<file path="src/rtl/uart_pkg.sv">
// uart_pkg
//   Shared definitions for the UART blocks: receiver state encoding, data
//   width, and the baud-timing helpers (also used by the future transmitter).
//   Optional feature macro: UART_RX_PARITY_EN (adds the PARITY state).
package uart_pkg;

    localparam int UART_DATA_WIDTH = 8;

    typedef enum logic [2:0] {
        ST_IDLE   = 3'd0,
        ST_START  = 3'd1,
        ST_DATA   = 3'd2,
        ST_STOP   = 3'd3
`ifdef UART_RX_PARITY_EN
        ,
        ST_PARITY = 3'd4
`endif
    } uart_state_e;

    // Clock cycles per bit, integer-truncated.
    function automatic int symbol_edge_time(input int clock_freq, input int baud_rate);
        return clock_freq / baud_rate;
    endfunction

    // Cycles from a start edge to mid-bit.
    function automatic int sample_time(input int clock_freq, input int baud_rate);
        return symbol_edge_time(clock_freq, baud_rate) / 2;
    endfunction

endpackage

</file>
<file path="src/rtl/synchronizer.sv">
// synchronizer
//   Flop chain for bringing an asynchronous level into the clk domain.
//   Resets to 1 so an idle-high serial line does not look like an edge.
// Ports:
//   clk   core clock
//   rst   asynchronous active-low reset
//   d     asynchronous input
//   q     synchronised output (DEPTH cycles of latency)
module synchronizer #(
    parameter int DEPTH = 2
) (
    input  logic clk,
    input  logic rst,
    input  logic d,
    output logic q
);

    logic [DEPTH-1:0] chain;

    always_ff @(posedge clk or negedge rst) begin
        if (!rst) chain <= '1;
        else      chain <= {chain[DEPTH-2:0], d};
    end

    assign q = chain[DEPTH-1];

endmodule

</file>
<file path="src/rtl/uart_receiver.sv">
// uart_receiver
//   8N1 serial deframer (8E1 when UART_RX_PARITY_EN is defined) with a
//   one-entry valid/ready holding register for the CPU's UART loads.
// Ports:
//   clk             core clock
//   rst             asynchronous active-low reset
//   serial_in       raw RX line, idles high, asynchronous to clk
//   data_out        received byte, LSB first on the wire
//   data_out_valid  data_out holds an unconsumed byte
//   data_out_ready  consumer takes the byte this cycle
//   frame_err       1-cycle pulse on bad stop bit (or parity mismatch)
//   overrun_err     1-cycle pulse when a good byte is dropped (register full)
// Optional feature macro: UART_RX_PARITY_EN (even parity bit after data bit 7).
module uart_receiver
    import uart_pkg::*;
#(
    parameter int CLOCK_FREQ = 50_000_000,
    parameter int BAUD_RATE  = 115_200
) (
    input  logic                       clk,
    input  logic                       rst,
    input  logic                       serial_in,
    output logic [UART_DATA_WIDTH-1:0] data_out,
    output logic                       data_out_valid,
    input  logic                       data_out_ready,
    output logic                       frame_err,
    output logic                       overrun_err
);

    localparam int SYMBOL_EDGE_TIME = symbol_edge_time(CLOCK_FREQ, BAUD_RATE);
    localparam int SAMPLE_TIME      = sample_time(CLOCK_FREQ, BAUD_RATE);
    localparam int CNT_W            = $clog2(SYMBOL_EDGE_TIME);

    localparam logic [CNT_W-1:0] MID_CNT = CNT_W'(SAMPLE_TIME - 1);
    localparam logic [CNT_W-1:0] END_CNT = CNT_W'(SYMBOL_EDGE_TIME - 1);

    logic                       rx_sync;
    logic                       rx_prev;
    uart_state_e                state, state_nxt;
    logic [CNT_W-1:0]           cnt;
    logic [2:0]                 bit_cnt;
    logic [UART_DATA_WIDTH-1:0] shift_q;
    logic                       byte_done;
    logic                       cnt_clr, shift_en, stop_smp;
    logic                       frame_good;

    synchronizer #(.DEPTH(2)) u_sync (
        .clk (clk),
        .rst (rst),
        .d   (serial_in),
        .q   (rx_sync)
    );

    // Previous synchronised value, for falling-edge detection in IDLE.
    always_ff @(posedge clk or negedge rst) begin
        if (!rst) rx_prev <= 1'b1;
        else      rx_prev <= rx_sync;
    end

`ifdef UART_RX_PARITY_EN
    logic par_smp;
    logic par_err;

    // Even parity: data bits plus parity bit must XOR to zero.
    always_ff @(posedge clk or negedge rst) begin
        if (!rst)         par_err <= 1'b0;
        else if (par_smp) par_err <= (^shift_q) ^ rx_sync;
    end

    assign frame_good = rx_sync && !par_err;
`else
    assign frame_good = rx_sync;
`endif

    always_ff @(posedge clk or negedge rst) begin
        if (!rst) state <= ST_IDLE;
        else      state <= state_nxt;
    end

    always_comb begin
        state_nxt = state;
        cnt_clr   = 1'b0;
        shift_en  = 1'b0;
        stop_smp  = 1'b0;
`ifdef UART_RX_PARITY_EN
        par_smp   = 1'b0;
`endif
        case (state)
            ST_IDLE: begin
                if (rx_prev && !rx_sync) begin
                    cnt_clr   = 1'b1;
                    state_nxt = ST_START;
                end
            end
            ST_START: begin
                // Mid start bit: a high line here was only a glitch.
                if (cnt == MID_CNT) begin
                    cnt_clr   = 1'b1;
                    state_nxt = rx_sync ? ST_IDLE : ST_DATA;
                end
            end
            ST_DATA: begin
                if (cnt == END_CNT) begin
                    cnt_clr  = 1'b1;
                    shift_en = 1'b1;
                    if (bit_cnt == 3'd7) begin
`ifdef UART_RX_PARITY_EN
                        state_nxt = ST_PARITY;
`else
                        state_nxt = ST_STOP;
`endif
                    end
                end
            end
`ifdef UART_RX_PARITY_EN
            ST_PARITY: begin
                if (cnt == END_CNT) begin
                    cnt_clr   = 1'b1;
                    par_smp   = 1'b1;
                    state_nxt = ST_STOP;
                end
            end
`endif
            ST_STOP: begin
                // Leaving at mid stop bit gives half a bit of slack before
                // a back-to-back start edge.
                if (cnt == END_CNT) begin
                    cnt_clr   = 1'b1;
                    stop_smp  = 1'b1;
                    state_nxt = ST_IDLE;
                end
            end
            default: state_nxt = ST_IDLE;
        endcase
    end

    always_ff @(posedge clk or negedge rst) begin
        if (!rst) begin
            cnt     <= '0;
            bit_cnt <= 3'd0;
            shift_q <= '0;
        end else begin
            if (cnt_clr)              cnt <= '0;
            else if (state != ST_IDLE) cnt <= cnt + 1'b1;

            if (state == ST_START)    bit_cnt <= 3'd0;
            else if (shift_en)        bit_cnt <= bit_cnt + 3'd1;

            // LSB arrives first, so shift in at the top.
            if (shift_en) shift_q <= {rx_sync, shift_q[UART_DATA_WIDTH-1:1]};
        end
    end

    always_ff @(posedge clk or negedge rst) begin
        if (!rst) begin
            byte_done <= 1'b0;
            frame_err <= 1'b0;
        end else begin
            byte_done <= stop_smp && frame_good;
            frame_err <= stop_smp && !frame_good;
        end
    end

    // Holding register. A byte completing while the old one is being taken
    // replaces it without loss; otherwise a full register drops the new one.
    always_ff @(posedge clk or negedge rst) begin
        if (!rst) begin
            data_out       <= '0;
            data_out_valid <= 1'b0;
            overrun_err    <= 1'b0;
        end else begin
            overrun_err <= 1'b0;
            if (byte_done) begin
                if (!data_out_valid || data_out_ready) begin
                    data_out       <= shift_q;
                    data_out_valid <= 1'b1;
                end else begin
                    overrun_err <= 1'b1;
                end
            end else if (data_out_valid && data_out_ready) begin
                data_out_valid <= 1'b0;
            end
        end
    end

endmodule

</file>
<file path="config.mk">
export PLATFORM = sky130hd
export DESIGN_NAME = uart_receiver
export DESIGN_NICKNAME = d
export VERILOG_FILES = /design/src/rtl/uart_pkg.sv /design/src/rtl/synchronizer.sv /design/src/rtl/uart_receiver.sv
export SDC_FILE = /design/constraint.sdc
export NUM_CORES = 1
export LEC_CHECK = 0
export BUFFER_PORTS_ARGS = -buffer_cell sky130_fd_sc_hd__buf_2
export CAP_MARGIN = 25
export CELL_PAD_IN_SITES_DETAIL_PLACEMENT = 2
export CELL_PAD_IN_SITES_GLOBAL_PLACEMENT = 2
export CORE_MARGIN = 4
export CORE_UTILIZATION = 35
export DETAILED_ROUTE_END_ITERATION = 7
export PLACE_DENSITY_LB_ADDON = 0.15
export REMOVE_ABC_BUFFERS = 1
export SKIP_LAST_GASP = 1
export SLEW_MARGIN = 20
export SYNTH_ARGS = -nofsm -noshare
export SYNTH_HDL_FRONTEND = slang
export SYNTH_SLANG_ARGS = --single-unit
</file>
<file path="constraint.sdc">
create_clock -name clk -period 2.2 [get_ports clk]
set_input_delay 0.22 -clock clk [delete_from_list [all_inputs] [get_ports clk]]
set_output_delay 0.22 -clock clk [all_outputs]
set_load 0.01 [all_outputs]
</file>
# Word-level counts from Yosys, hierarchy flattened
# Cells that the tools add are included.
totals:
  ff_bits: 38
  latch_bits: 0
  ram_bits: 0
  romBits: 0
  inputBits: 4
  output_inout_bits: 11
  word_cells: 63
  mem_count: 0
op_classes:
  add_sub_neg: 2
  mul: 0
  div: 0
  order_cmp: 0
  n_eq_ne: 12
  shifts: 0
  muxes: 22
  n_bitwise: 0
  n_reduce_logical: 16
op_table:
  columns: ["op", "n"]
  rows:
  - ["3-bit two-way mux", 7]
  - ["9-bit two-way mux", 2]
  - ["3-bit one-hot mux with 4 select lines", 1]
  - ["1-bit two-way mux", 10]
  - ["2-bit inequality test (second input constant)", 5]
  - ["9-bit by 1-bit adder with 9-bit output (second input constant)", 1]
  - ["9-bit by 8-bit equality test with 1-bit output (second input constant)", 1]
  - ["9-bit equality test (second input constant)", 1]
  - ["3-bit by 2-bit equality test with 1-bit output (second input constant)", 2]
  - ["2-bit nonzero test", 3]
  - ["5-bit AND reduction", 1]
  - ["1-bit logical AND", 4]
  - ["2-bit AND reduction", 2]
  - ["3-bit by 1-bit adder with 3-bit output (second input constant)", 1]
  - ["3-bit by 1-bit equality test with 1-bit output (second input constant)", 1]
  - ["3-bit equality test (second input constant)", 1]
  - ["3-bit logical NOT", 1]
  - ["1-bit one-hot mux with 3 select lines", 1]
  - ["3-bit nonzero test", 1]
  - ["1-bit logical NOT", 2]
  - ["2-bit two-way mux", 1]
  - ["2-bit by 1-bit inequality test with 1-bit output (second input constant)", 1]
  - ["2-bit OR reduction", 1]
  - ["1-bit logical OR", 1]

# Logic depth before layout (Yosys ltp)
# Gate-level depths: netlist (run 1).
logic_depth:
  ltp_word: 5
  mapped_depth: 7
  depth_no_buf: 6

# Hierarchy
# From an unflattened synthesis (run 1), not the netlist that was laid out.
unflattened:
  hier_cells: 130
  hier_area_um2: 1649.1
modules_own_cells:
  columns: ["module", "n_inst", "cells_each", "area_per_inst_um2", "seq_area_each_um2"]
  rows:
  - ["uart_receiver", 1, 128, 1596.5, 877.1]
  - ["synchronizer", 1, 2, 52.6, 52.6]

# Worst setup path before layout (run 1)
# No wires, ideal clock.
synth_timing:
  kind: "register -> register"
  startpoint: "register cnt[0]"
  endpoint: "register cnt[1]"
  setup_ps: 122
  arrival_ps: 1578
  required_time_ps: 2078
  slack_ps: 501
  path_stages_with_launch: 7
  n_path_buf: 0
  period_less_slack_ps: 1699
  cell_sequence: "dfrtp_1 inv_1 ha_1 nand4b_1 or4_4 a31o_1 a32o_1"
synth_via:
  elab_chain_len: 4
  word_cells_on_any_way: 9
  classes_between: "add/sub (1); eq/ne (2); mux (5); reduce/logical (1)"
synth_lines:
  columns: ["element", "line_no", "rtl"]
  rows:
  - ["start, declared", "uart_receiver.sv:40", "logic [CNT_W-1:0] cnt;"]
  - ["start signal, assigned", "uart_receiver.sv:144", "else if (state != ST_IDLE) cnt <= cnt + 1'b1;"]
  - ["parallel branches: the longest is 4 deep, another holds 9-bit by 1-bit adder with 9-bit output", null, null]
# Parallel ways; which one is timed is not known. The select of a mux whose other input is x is not followed.
# A chain may end at the register's enable or synchronous reset.

# Worst setup path after layout (run 1)
layout_timing:
  startpoint: "register cnt[1]"
  endpoint: "register shift_q[6]"
layout_via:
  elab_chain_len: 3
layout_lines:
  columns: ["element", "line_no", "rtl"]
  rows:
  - ["9-bit equality test", "uart_receiver.sv:103", "if (cnt == END_CNT) begin"]
  - ["1-bit two-way mux", "uart_receiver.sv:103", null]
  - ["1-bit two-way mux", "uart_receiver.sv:88", "case (state)"]
  - ["end signal, assigned", "uart_receiver.sv:150", "if (shift_en) shift_q <= {rx_sync, shift_q[UART_DATA_WIDTH-1:1]};"]
  - ["end, declared", "uart_receiver.sv:42", "logic [UART_DATA_WIDTH-1:0] shift_q;"]
# Every way passes these cells.

==> metrics.yaml, run 1 <==
status: "completed"
clkLatencyLatePin_ns: 0.28
tns_ns: 0
wl_per_cell_um: 16.55
critPathLaunch: "cnt[1]$_DFFE_PN0P_"
drv_cap: 0
dieArea_sq_mm: 0.006022
async_flop_share_pct: 100.0
area_growth_pct: 14.76
synth_cell_types: 40
final_cell_mix: "34 x dfrtp_1, 14 x buf_2, 13 x nor2_1, 12 x nand2_1"
power_mw: 1.692
finalSetupViolCount: 0
drive_gt1_share_pct: 32.68
cts_max_level: 2
fill_cells: 496
rsz0062_at_grt: "false"
ir_drop_uv: 395.4
synthesis.area_sq_mm: 0.001695
coreArea_sq_mm: 0.004723
post_cts_buffers: 0
hpwl_um: 2553
crit_arrival_ns: 2.15
grt_max_degree: 38
clkSinkCount: 37
cts_made_buffers: 5
period_needed_ns: 1.976
rr_endpoint: "shift_q[6]$_DFFE_PN0P_"
tightest_slew_ns: 0.8344
vias: 1089
min_period_over_period_pct: 89.82
start_util_pct: 35.89
r2r_start: "cnt[1]$_DFFE_PN0P_"
max_slew_margin_pct: 44.37
grt_pass1_wl_um: 6272
hold_buffers: 0
rr_worst_depth: 6
synth_edf_count: 0
worstPathMaxFanout: 9
first_iter_violations: 37
num_rows: 25
mostFrequentLayoutCell: "dfrtp_1"
synth_area_leader_cell: "dfrtp_1"
gp_congestion: 0.7988
synth_cells: 135
cts_buffer_depth: 2
yosys-top-cells-area: "dfrtp_1 50%, mux2_4 7.1%, mux2_2 5.3%"
n_antenna_cell: 0
die_w_um: 77.60
crit_required_ns: 2.37
cts-resized-gates: 0
grt_usage_pct: 13.41
fmax_mhz: 506.1
wl_um: 3642
antenna_found_initial: 0
end_kind: "flop"
drv_slew: 0
grt_pass1_vias: 1183
cts_tree: "done"
clockRootBuffer: "clkbuf_8"
path_class: "reg2reg"
synth-seq-area-share_pct: 54.83
fp.dieH_um: 77.60
finish.net_count: 161
hold_class: "in2async"
ios: 15
syn_area_per_cell_sq_um: 12.56
drt-vias-per-instance: 4.950
grt_overflow: 0
ant_nets: 0
power_density_mw_per_mm2: 869.5
clkTransAtPathRegs_ns: 0.07
synth_warnings: 0
drc: 0
synth-seq-cells: 37
r2r_setup_slack_ns: 0.22
leakagePower_nw: 0.9658
netlist.area_leader.share_pct: 50.18
hold_viol: 0
synth_flop_cell: "dfrtp_1"
start_kind: "flop"
drtPass1Iterations: 2
io_buffers: 14
skew_ns: 0.008354
[sequential cells by signal, summed over array words and instances (netlist names)]
signal,cells
cnt,9
data_out,8
shift_q,8
bit_cnt,3
state,2
u_sync.chain,2
byte_done,1
data_out_valid,1
frame_err,1
overrun_err,1
rx_prev,1
[synthesized netlist by cell type, types with 2 or more instances]
| cell type | number |
|---|---|
| dfrtp_1 | 34 |
| nor2_1 | 13 |
| nand2_1 | 12 |
| mux2_2 | 8 |
| mux2_4 | 8 |
| ha_1 | 5 |
| inv_1 | 5 |
| xnor2_1 | 5 |
| dfstp_2 | 3 |
| nand3_1 | 3 |
| a2111oi_2 | 2 |
| a21oi_1 | 2 |
| a22o_1 | 2 |
| a32o_1 | 2 |
| and3_1 | 2 |
| clkbuf_1 | 2 |
| nand2b_1 | 2 |
| o21ai_0 | 2 |
| xor2_1 | 2 |
[cells by family after synthesis]
| family | synth area share [%] |
|---|---|
| buf+inv | 2.509 |
| simple gates | 13.51 |
| compound gates | 8.857 |
| mux | 12.99 |
| fa+ha+maj | 3.690 |
| xor+xnor | 3.616 |
| flops | 54.83 |
[worst max path at each step]
stage	to	slack (ns)	depth (start not counted)
floorplan	shift_q[0]$_DFFE_PN0P_	0.49	6
global placement	shift_q[6]$_DFFE_PN0P_	0.32	6
detailed placement	shift_q[7]$_DFFE_PN0P_	0.28	6
CTS	shift_q[6]$_DFFE_PN0P_	0.20	6
global route	shift_q[6]$_DFFE_PN0P_	0.12	6
finish	shift_q[6]$_DFFE_PN0P_	0.22	6
[through the flow]
step	hold slack, ns	utilization (%)	setup slack (ns)	std cells	instance area [sq um]
floorplan	-0.07559	-	0.4917	131	1672
global placement	0.3286	38.65	0.3211	212	1826
detailed placement	0.3277	38.65	0.2818	212	1826
CTS	0.01673	41.19	0.2019	220	1946
global route	0.01136	41.19	0.1234	220	1946
finish	0.02766	41.19	0.2240	220	1946
[report_power, final]
| group | switching, mW | total (mW) | internal [mW] |
|---|---|---|---|
| Clock | 0.242 | 0.611 | 0.369 |
| Combinational | 0.132 | 0.236 | 0.103 |
| Sequential | 0.0973 | 0.845 | 0.748 |
| Total | 0.472 | 1.69 | 1.22 |
[worst max-delay path, cell delays in order, from the launching register on]
cell and delay [ns]:
dfrtp_1 0.45, inv_1 0.13, ha_1 0.15, and4bb_2 0.30, and3_4 0.24, nand2b_2 0.22, mux2_4 0.36
[layout make-up]
cell class | count | area [sq um] | share of cell area, %
Tap cell | 67 | 83.83 | 4.309
Multi-Input combinational cell | 89 | 723.2 | 37.17
Clock inverter | 2 | 37.54 | 1.929
Inverter | 5 | 18.77 | 0.9646
Timing Repair Buffer | 14 | 70.07 | 3.601
Clock buffer | 6 | 82.58 | 4.244
Sequential cell | 37 | 929.6 | 47.78
[per-layer routing]
layer,wire [um],GRT usage [%],vias to the layer above
li1,-,-,508
met1,1697,17.13,565
met2,1817,21.83,12
met3,98,3.828,4
met4,28,4.270,0
met5,0,0,-
Note: power is estimated with default switching activity, not from simulation.
==> run 2, diff against run 1 <==
- CORE_UTILIZATION: 35 -> 40
==> metrics.yaml, run 2 (synthesis gave the netlist of run 1 again) <==
r2r_setup_slack_ns: 0.27
first_iter_violations: 30
hold_class: "in2async"
drv_cap: 0
power_mw: 1.683
wl_um: 3726
gp_congestion: 0.8679
skew_ns: 0.008396
fp.dieH_um: 73.11
dp.cells: 195
cts_made_buffers: 5
grt_pass1_vias: 1308
antenna_found_initial: 0
ios: 15
drt-vias-per-instance: 5.424
leakagePower_nw: 0.9658
final_cell_mix: "34 x dfrtp_1, 14 x buf_2, 13 x nor2_1, 12 x nand2_1"
power_density_mw_per_mm2: 874.7
reg_top3: "cnt (9), data_out (8), shift_q (8)"
clkSinkCount: 37
area_growth_pct: 13.51
die_w_um: 73.11
rsz0062_at_grt: "false"
ir_drop_uv: 431.0
cts_buffer_depth: 2
fmax_mhz: 517.3
fin_util_pct: 47.43
hpwl_um: 2730
crit_arrival_ns: 2.10
end_kind: "flop"
drtPass1Iterations: 4
grt_usage_pct: 16.52
cts-resized-gates: 0
clockRootBuffer: "clkbuf_8"
wl_per_cell_um: 18.35
mostFrequentLayoutCell: "dfrtp_1"
period_needed_ns: 1.933
path_class: "reg2reg"
clkTransAtPathRegs_ns: 0.08
finish.net_count: 161
num_rows: 23
drive_gt1_share_pct: 32.68
n_antenna_cell: 0
dieArea_sq_mm: 0.005344
grt_overflow: 0
coreArea_sq_mm: 0.004058
largest_reg_flops: 9
hold_buffers: 0
cts_max_level: 2
drv_slew: 0
grt_pass1_wl_um: 6527
clkLatencyLatePin_ns: 0.29
finalSetupViolCount: 0
start_util_pct: 41.78
cts_tree: "done"
final_cells: 203
ant_nets: 0
start_kind: "flop"
top_register: "cnt"
grt_max_degree: 38
post_cts_buffers: 0
tightest_slew_ns: 0.8129
min_period_over_period_pct: 87.87
io_buffers: 14
drc: 0
hold_viol: 0
crit_required_ns: 2.36
vias: 1101
status: "completed"
tns_ns: 0
worstPathMaxFanout: 9
max_slew_margin_pct: 45.81
run 2: cell counts in the layout (fill, tap and decap cells not counted):
No cell type changed its count.
run 2: cell type report:
cell class,instances,area (sq um)
Timing Repair Buffer,14,70.07
Inverter,5,18.77
Multi-Input combinational cell,89,723.2
Clock buffer,6,82.58
Sequential cell,37,929.6
Clock inverter,2,37.54
Fill cell,427,2133
Tap cell,50,62.56
run 2: worst paths after layout:
kind,start,end,cells past startpoint
min reg2reg,u_sync.chain[0]$_DFF_PN1_,u_sync.chain[1]$_DFF_PN1_,0
min,rst,data_out[2]$_DFFE_PN0P_,1
max reg2reg,cnt[1]$_DFFE_PN0P_,shift_q[0]$_DFFE_PN0P_,6
max in group asynchronous,rst,byte_done$_DFF_PN0_,1
max,cnt[1]$_DFFE_PN0P_,shift_q[0]$_DFFE_PN0P_,6
min in group clk,serial_in,u_sync.chain[0]$_DFF_PN1_,1
run 2: power breakdown:
group          switching (mW)  total (mW)  internal [mW]  leakage (nW)
Clock                   0.243       0.612          0.369        0.0574
Combinational           0.127       0.227          0.100         0.420
Sequential             0.0964       0.844          0.748         0.488
run 2: worst max-delay path: stages (launching register included):
cell	delay [ns]
dfrtp_1	0.43
inv_1	0.10
ha_1	0.15
and4bb_2	0.29
and3_4	0.25
nand2b_2	0.22
mux2_4	0.36
run 2: per-layer routing:
metal | global-route usage (%) | share of wire [%] | routed length [um]
met3 | 3.719 | 3.7 | 139
met4 | 6.148 | 1.4 | 53
met5 | 0 | 0 | 0
met2 | 29.69 | 53 | 1967
met1 | 18.90 | 42 | 1565
run 2: through the flow:
step	instance area (sq um)	hold slack, ns	setup WS (ns)
after global routing	1924	0.01046	0.1824
after detailed placement	1804	0.3301	0.2937
after CTS	1924	0.01947	0.2676
after floorplan	1672	-0.07559	0.4917
final	1924	0.02687	0.2670
after global placement	1804	0.3256	0.3349
